[config.mk]
export PLATFORM = sky130hd
export DESIGN_NAME = axis_packet_mux
export DESIGN_NICKNAME = d
export VERILOG_FILES = /design/src/rtl/axis_packet_mux.sv
export SDC_FILE = /design/constraint.sdc
export NUM_CORES = 1
export LEC_CHECK = 0
export CAP_MARGIN = 15
export CORE_AREA = 2 2 114 116
export CTS_BUF_LIST = sky130_fd_sc_hd__clkbuf_4
export DETAILED_ROUTE_END_ITERATION = 16
export DIE_AREA = 0 0 116 118
export DONT_BUFFER_PORTS = 1
export PLACE_DENSITY = 0.36
export SLEW_MARGIN = 15
export SYNTH_ARGS = -nofsm -noshare
export SYNTH_HDL_FRONTEND = slang
export SYNTH_SLANG_ARGS = --single-unit
[constraint.sdc]
create_clock -name aclk -period 4.9 [get_ports aclk]
set_clock_uncertainty 0.2 [all_clocks]
set_input_delay 1.225 -clock aclk [delete_from_list [all_inputs] [get_ports aclk]]
set_output_delay 1.225 -clock aclk [all_outputs]
set_load 0.05 [all_outputs]
[src/rtl/axis_packet_mux.sv]
// rtl/axis_packet_mux.sv - N:1 AXI4-Stream mux with packet-atomic round-robin arbitration
// Optional output skid slice: define AXIS_PACKET_MUX_OUT_REG_EN.
module axis_packet_mux #(
    parameter int NUM_CH = 4,
    parameter int DATA_W = 32,
    parameter int STRB_W = DATA_W / 8,
    parameter int ID_W   = 2,
    parameter int DEST_W = 4,
    parameter int USER_W = 8,
    parameter int CH_W   = $clog2(NUM_CH)
) (
    input  logic                       aclk,
    input  logic                       aresetn,
    input  logic [NUM_CH-1:0]          s_tvalid,
    output logic [NUM_CH-1:0]          s_tready,
    input  logic [NUM_CH*DATA_W-1:0]   s_tdata,
    input  logic [NUM_CH*STRB_W-1:0]   s_tstrb,
    input  logic [NUM_CH*STRB_W-1:0]   s_tkeep,
    input  logic [NUM_CH-1:0]          s_tlast,
    input  logic [NUM_CH*ID_W-1:0]     s_tid,
    input  logic [NUM_CH*DEST_W-1:0]   s_tdest,
    input  logic [NUM_CH*USER_W-1:0]   s_tuser,
    output logic                       m_tvalid,
    input  logic                       m_tready,
    output logic [DATA_W-1:0]          m_tdata,
    output logic [STRB_W-1:0]          m_tstrb,
    output logic [STRB_W-1:0]          m_tkeep,
    output logic                       m_tlast,
    output logic [ID_W-1:0]            m_tid,
    output logic [DEST_W-1:0]          m_tdest,
    output logic [USER_W-1:0]          m_tuser,
    output logic [CH_W-1:0]            grant,
    output logic                       busy
);

    localparam int PW = DATA_W + 2 * STRB_W + 1 + ID_W + DEST_W + USER_W;
    localparam int LAST_BIT = ID_W + DEST_W + USER_W;

    typedef enum logic {ST_IDLE, ST_LOCKED} state_t;

    state_t            state_q;
    logic [CH_W-1:0]   grant_q;
    logic [CH_W-1:0]   last_grant_q;
    logic              busy_q;

    logic              locked;
    logic              sel_valid;
    logic [PW-1:0]     sel_pld;
    logic [PW-1:0]     out_pld;
    logic              src_rdy;
    logic              in_hs;
    logic              arb_found;
    logic [CH_W-1:0]   arb_idx;

    assign locked = (state_q == ST_LOCKED);

    // AND-OR style select: unselected channels never reach the output.
    always_comb begin
        sel_valid = 1'b0;
        sel_pld   = '0;
        for (int c = 0; c < NUM_CH; c++) begin
            if (grant_q == CH_W'(c)) begin
                sel_valid = s_tvalid[c];
                sel_pld   = {s_tdata[c*DATA_W +: DATA_W], s_tstrb[c*STRB_W +: STRB_W],
                             s_tkeep[c*STRB_W +: STRB_W], s_tlast[c],
                             s_tid[c*ID_W +: ID_W], s_tdest[c*DEST_W +: DEST_W],
                             s_tuser[c*USER_W +: USER_W]};
            end
        end
    end

    // Two-pass scan: channels above last_grant first, then wrap to the rest.
    always_comb begin
        arb_found = 1'b0;
        arb_idx   = '0;
        for (int c = 0; c < NUM_CH; c++) begin
            if (!arb_found && s_tvalid[c] && (CH_W'(c) > last_grant_q)) begin
                arb_found = 1'b1;
                arb_idx   = CH_W'(c);
            end
        end
        for (int c = 0; c < NUM_CH; c++) begin
            if (!arb_found && s_tvalid[c] && (CH_W'(c) <= last_grant_q)) begin
                arb_found = 1'b1;
                arb_idx   = CH_W'(c);
            end
        end
    end

    always_comb begin
        s_tready = '0;
        for (int c = 0; c < NUM_CH; c++) begin
            s_tready[c] = locked && (grant_q == CH_W'(c)) && src_rdy;
        end
    end

    assign in_hs = locked && sel_valid && src_rdy;

    always_ff @(posedge aclk or negedge aresetn) begin
        if (!aresetn) begin
            state_q      <= ST_IDLE;
            grant_q      <= '0;
            last_grant_q <= CH_W'(NUM_CH - 1);
            busy_q       <= 1'b0;
        end else begin
            case (state_q)
                ST_IDLE: begin
                    if (arb_found) begin
                        grant_q <= arb_idx;
                        busy_q  <= 1'b1;
                        state_q <= ST_LOCKED;
                    end
                end
                ST_LOCKED: begin
                    if (in_hs && sel_pld[LAST_BIT]) begin
                        last_grant_q <= grant_q;
                        busy_q       <= 1'b0;
                        state_q      <= ST_IDLE;
                    end
                end
                default: state_q <= ST_IDLE;
            endcase
        end
    end

`ifdef AXIS_PACKET_MUX_OUT_REG_EN
    logic [1:0]    cnt_q, cnt_d;
    logic [PW-1:0] ent0_q, ent1_q;
    logic          push, pop;

    assign src_rdy = (cnt_q != 2'd2);
    assign push    = in_hs;
    assign pop     = (cnt_q != 2'd0) && m_tready;
    assign cnt_d   = cnt_q + {1'b0, push} - {1'b0, pop};

    // ent0 is always the head; ent1 only fills when the head is stalled.
    always_ff @(posedge aclk or negedge aresetn) begin
        if (!aresetn) begin
            cnt_q  <= 2'd0;
            ent0_q <= '0;
            ent1_q <= '0;
        end else begin
            cnt_q <= cnt_d;
            if (pop) begin
                if (cnt_q == 2'd2) begin
                    ent0_q <= ent1_q;
                end else if (push) begin
                    ent0_q <= sel_pld;
                end
            end else if (push) begin
                if (cnt_q == 2'd0) begin
                    ent0_q <= sel_pld;
                end else begin
                    ent1_q <= sel_pld;
                end
            end
        end
    end

    assign m_tvalid = (cnt_q != 2'd0);
    assign out_pld  = ent0_q;
`else
    assign src_rdy  = m_tready;
    assign m_tvalid = locked && sel_valid;
    assign out_pld  = locked ? sel_pld : '0;
`endif

    assign {m_tdata, m_tstrb, m_tkeep, m_tlast, m_tid, m_tdest, m_tuser} = out_pld;
    assign grant = grant_q;
    assign busy  = busy_q;

endmodule

==> run summary, run 1 <==
Total Power - 2.22 mW
Vias in the first global route - 1859
# hold bufs at CTS - 0
Startpoint types - flop
Flop and latch count out of synthesis - 6
Worst EP required - 3.47 ns
CP peak stage delay - 0.81 ns
DRT iter0 DRCs - 66
Actual slew at the worst max-slew pin - 0.799 ns
Setup bufs post-CTS - 0
Hold crit path type - flop to flop
Cells along the critical path - buf_12, mux4_2, and2_1
DR vias/cell - 4.91
Pre-CTS WS - 1.36 ns
Tmin final - 3.76 ns
Port bufs - 0
Post-synth top area share - 59.0%
Crit path buf inv count - 1
Main area contributors after synthesis - mux4_2 59%, and2_1 16%, dfrtp_1 4.8%, buf_6 3.2%, dfstp_2 2.5%
Routed Antenna Nets - 0
Fin Setup TNS - 0 ns
Vias - 1650
Post_cts resized - 0
Clock Tree Buf Depth - 2
Mapped Cells - 171
DRC - 0
Drt pass-1 iters - 4
Die area - 13700 um^2
Final period utilization - 76.7%
First-pass GRT wire length - 10900 um
Core box area - 12400 um^2
Starting Density - 16.9%
DP Area - 2250 um^2
Netlist cell types - 25
Cell area after synthesis - 2100 um^2
Status - completed
Area growth from synthesis to layout - 8.58%
Post-synth EDFFs - 0
Insertion delay to the later sink of the worst-skew pair - 0.25 ns
Filler cells - 1361
Top delay family on crit path - flip-flops
RSZ-0062 raised after global routing - no
Most used DFF post-synth - dfrtp_1
Reg2reg setup slack - 2.49 ns
Routed wire length - 7780 um
Syn_area_per_cell - 12.3 um^2
Non-filler cells, final - 336
Seq/Total Area, Yosys - 7.27%
Num rows - 41
Die height - 118 um
Final setup vio count - 0
Clk slew on worst S/H paths - 0.05 ns
Layout Nets - 392
Fmax - 0.266 GHz
Worst relative slew slack - 46.7%
Hold violation total from the final report - 0
Cell area after layout - 2280 um^2
Critical path capture point type - primary output
Dpl hpwl - 6760 um
LEAKAGE - 0.751 nW
Pins Over Slew Limit - 0
Placed cells - 332
GRT Total Usage - 10.2%
CP Max Fanout - 33
Max_cap viols - 0
Peak supply drop - 0.292 mV
Synth top cells by count - 55 x and2_1, 55 x mux4_2, 8 x nor2_1, 6 x buf_6, 6 x clkbuf_1
CTS tree - yes
Ys Warns - 0
Syn_nets - 398
PwrDens - 974 nW/um^2
Final Wtd Congestion - 0.843
GRT Residual Overflow - 0
Critical Path Slowest Stage Cell - dfrtp_4
WHS - 0.430 ns
Post-DR wirelength/cell - 23.2 um
Async set-or-reset flop fraction in the synthesized netlist - 100%
Layout Utilization - 18.4%
Layout cells sized above 1 - 45.7%
Area leader, netlist - mux4_2
CTS Buf Count - 3
CP Data Arrival Time - 2.33 ns
Setup WS post-layout - 1.14 ns
Largest net degree at the start of global routing - 34
Setup CP Type - flop to primary output
TritonCTS Sinks - 6
H-tree depth - 1
Chip Width - 116 um
IO Pins - 290
# diodes - 0
Clock Tree Root - clkbuf_4
Initial antenna violation count - 0
-- path summary, 6_finish.rpt --
kind / startpoint / end / depth (start not counted)
setup / recovery: grant[0] / m_tdata[16] / 3
hold / removal: last_grant_q[0] / last_grant_q[0] / 1
setup reg to reg: locked / last_grant_q[0] / 5
hold reg to reg: last_grant_q[0] / last_grant_q[0] / 1
max in group asynchronous: aresetn / last_grant_q[0] / 0
min in group asynchronous: aresetn / grant[1] / 0
-- worst register-to-register path, cell delays in order, from the launching register on --
cell and delay [ns]:
dfrtp_1 0.85, buf_4 0.40, nand3b_1 0.21, o22ai_1 0.22
nand2_2 0.12, mux2_4 0.31
-- state kept, by name, indices dropped and copies added, names as in the netlist --
signal        flops
busy              1
locked            1
grant             2
last_grant_q      2
-- cells in the final DEF, fill, tap and decap left out, drive strengths merged --
| cell type | n |
|---|---|
| mux4 | 55 |
| and2 | 55 |
| buf | 9 |
| nor2 | 8 |
| nand2b | 4 |
| a21oi | 4 |
| clkbuf | 4 |
| dfrtp | 4 |
| mux2i | 2 |
| inv | 2 |
| o22ai | 2 |
| a21o | 2 |
| mux2 | 2 |
| o21ai | 2 |
| dfstp | 2 |
| nand2 | 2 |
| and3 | 1 |
| nand3b | 1 |
| nand3 | 1 |
| o32a | 1 |
| a31oi | 1 |
-- layout make-up --
cell class	instances	area, um^2	share of cell area, %
flip-flops and latches	6	158	6.91
clock buffers	4	30.0	1.32
inverters	2	7.51	0.329
repair buffers	9	80.1	3.51
well taps	172	215	9.43
multi-input cells	143	1790	78.5
-- cells by family (layout without fill, tap and decap cells) --
group	Yosys count	after routing	synth area share (%)
muxes	59	59	61.3
and+or+nand+nor	72	72	20.4
DFF	6	6	7.27
AOI/OAI and AO/OA	12	12	3.51
buffers and inverters	22	15	7.50
-- power by group --
part	switching, mW	internal (mW)	leakage [nW]
Clock	0.0205	0.0365	0.0184
Sequential	0.135	0.0796	0.0617
Combinational	1.37	0.579	0.671
-- routing by layer --
| layer | GRT usage, % | wire, um | part of all wire [%] | up-vias |
|---|---|---|---|---|
| met1 | 12.0 | 2700 | 35 | 833 |
| met5 | 0 | 0 | 0 | - |
| met2 | 18.5 | 4090 | 53 | 147 |
| li1 | - | - | - | 670 |
| met3 | 3.50 | 995 | 13 | 0 |
| met4 | 0.893 | 0 | 0 | 0 |
Power figures use the tool's default switching activity.
==> run 2, diff against run 1 <==
- clock period: 4.9 -> 3.51 ns (I/O delays scaled with it)
==> run 2 against run 1 <==
Routed wire length shrank 1.7%. Highest routed layer is now met4. Critical path depth unchanged. Global-route usage fell by 0.41 points. Worst setup slack got worse by 0.74 ns. Final area rose by 0.99%. Die area unchanged. Non-clock buffer count up 2.
==> run summary, run 2 (synthesized netlist as in run 1, its figures left out) <==
Status - completed
Pre-CTS WS - 0.645 ns (-0.714 ns)
GRT Residual Overflow - 0 (unchanged)
Hold crit path type - input port to async pin
WHS - 0.129 ns (-0.300 ns)
Core box area - 12400 um^2 (unchanged)
CP Max Fanout - 23 (-30%)
Clock Tree Root - clkbuf_4
Port bufs - 0 (unchanged)
DR vias/cell - 4.95 (+0.73%)
Vias in the first global route - 1739 (-6.5%)
Layout cells sized above 1 - 46.1% (+0.33 points)
Post-DR wirelength/cell - 22.6 um (-2.3%)
DRC - 0 (unchanged)
Startpoint types - flop
Tmin final - 3.11 ns
Layout Nets - 394 (+0.51%)
Routed Antenna Nets - 0 (unchanged)
Routed wire length - 7650 um (-1.7%)
Fmax - 0.322 GHz
Filler cells - 1357 (-0.29%)
H-tree depth - 1 (unchanged)
DRT iter0 DRCs - 62 (-6.1%)
Final setup vio count - 0 (unchanged)
Setup WS post-layout - 0.401 ns (-0.743 ns)
Max_cap viols - 0 (unchanged)
GR peak layer - met2
Die height - 118 um (unchanged)
Initial antenna violation count - 1 (+1)
Pins Over Slew Limit - 0 (unchanged)
Peak supply drop - 0.380 mV (+30%)
Final Wtd Congestion - 0.830 (-1.6%)
Chip Width - 116 um (unchanged)
Met2 usage - 16.9% (-1.6 points)
First-pass GRT wire length - 10400 um (-4.7%)
Clock Tree Buf Depth - 2 (unchanged)
DP Area - 2280 um^2 (+1.2%)
Drt pass-1 iters - 4 (unchanged)
Worst relative slew slack - 64.7% (+18 points)
Commonest non-fill, non-tap cells in the layout - 55 x mux4_2, 55 x and2_1, 9 x buf_4, 8 x nor2_1
Fin Setup TNS - 0 ns (unchanged)
CP Data Arrival Time - 2.03 ns (-0.30 ns)
CTS tree - yes
Actual slew at the worst max-slew pin - 0.533 ns (-0.266 ns)
Setup CP Type - flop to primary output
Starting Density - 16.9% (unchanged)
# hold bufs at CTS - 0 (unchanged)
Total Power - 3.12 mW (+40%)
Hold violation total from the final report - 0 (unchanged)
Critical path capture point type - primary output
Met3 Track Usage GR - 4.48% (+0.98 points)
Dpl hpwl - 6630 um (-1.9%)
Met1 Track Usage GR - 11.5% (-0.57 points)
GRT Total Usage - 9.83% (-0.41 points)
Setup bufs post-CTS - 0 (unchanged)
PwrDens - 1350 nW/um^2 (+39%)
IO Pins - 290 (unchanged)
Num rows - 41 (unchanged)
Post_cts resized - 0 (unchanged)
Die area - 13700 um^2 (unchanged)
Cell area after layout - 2300 um^2 (+0.99%)
Insertion delay to the later sink of the worst-skew pair - 0.24 ns (about the same)
Worst EP required - 2.43 ns (-1.04 ns)
Largest net degree at the start of global routing - 40 (+18%)
Vias - 1672 (+1.3%)
RSZ-0062 raised after global routing - no
LEAKAGE - 0.760 nW (+1.3%)
TritonCTS Sinks - 6 (unchanged)
CTS Buf Count - 3 (unchanged)
Area growth from synthesis to layout - 9.65%
Final period utilization - 88.6%
Clk slew on worst S/H paths - 0.04 ns (about the same)
[run 2: changes by cell type in the layout (fill, tap and decap cells not counted)]
cell and change:
buf_12 +1, buf_4 +1, clkbuf_4 -1, diode_2 +1
[run 2: worst max-delay path, stage by stage, from the launching register on]
cell and delay [ns]:
dfrtp_2 0.66, buf_4 0.39, mux4_2 0.25, and2_1 0.46
[run 2: path summary, 6_finish.rpt]
kind,depth (start not counted),endpoint,startpoint,slack (ns)
max in group asynchronous,0,last_grant_q[1],aresetn,2.81
min reg2reg,1,last_grant_q[0],last_grant_q[0],0.43
max reg2reg,5,last_grant_q[0],grant[1],1.48
min in group aclk,1,last_grant_q[0],last_grant_q[0],0.43
min,0,grant[1],aresetn,0.13
max,3,m_tdata[11],grant[1],0.40
[run 2: where the power goes]
part           internal [mW]  switching, mW
sequential             0.113         0.0800
combinational          0.833           2.03
clock                 0.0386         0.0237
[run 2: cell type report]
cell class / count / area [um^2] / share of cell area, %
inverters: 2 / 7.51 / 0.326
clock buffers: 3 / 22.5 / 0.978
flip-flops and latches: 6 / 158 / 6.84
well taps: 172 / 215 / 9.34
repair buffers: 11 / 108 / 4.67
diodes: 1 / 2.50 / 0.109
multi-input cells: 143 / 1790 / 77.7
[run 2: through the flow]
step | util, % | std cells
2_1_floorplan | - | 171
3_3_place_gp | 18.4 | 334
3_5_place_dp | 18.4 | 334
4_1_cts | 18.5 | 337
5_1_grt | 18.6 | 338
6_report | 18.6 | 338
[run 2: routing by layer]
| layer | share of wire, % | routed length, um |
|---|---|---|
| met4 | 0.34 | 26 |
| met3 | 15 | 1140 |
| met2 | 52 | 3950 |
| met5 | 0 | 0 |
| met1 | 33 | 2530 |
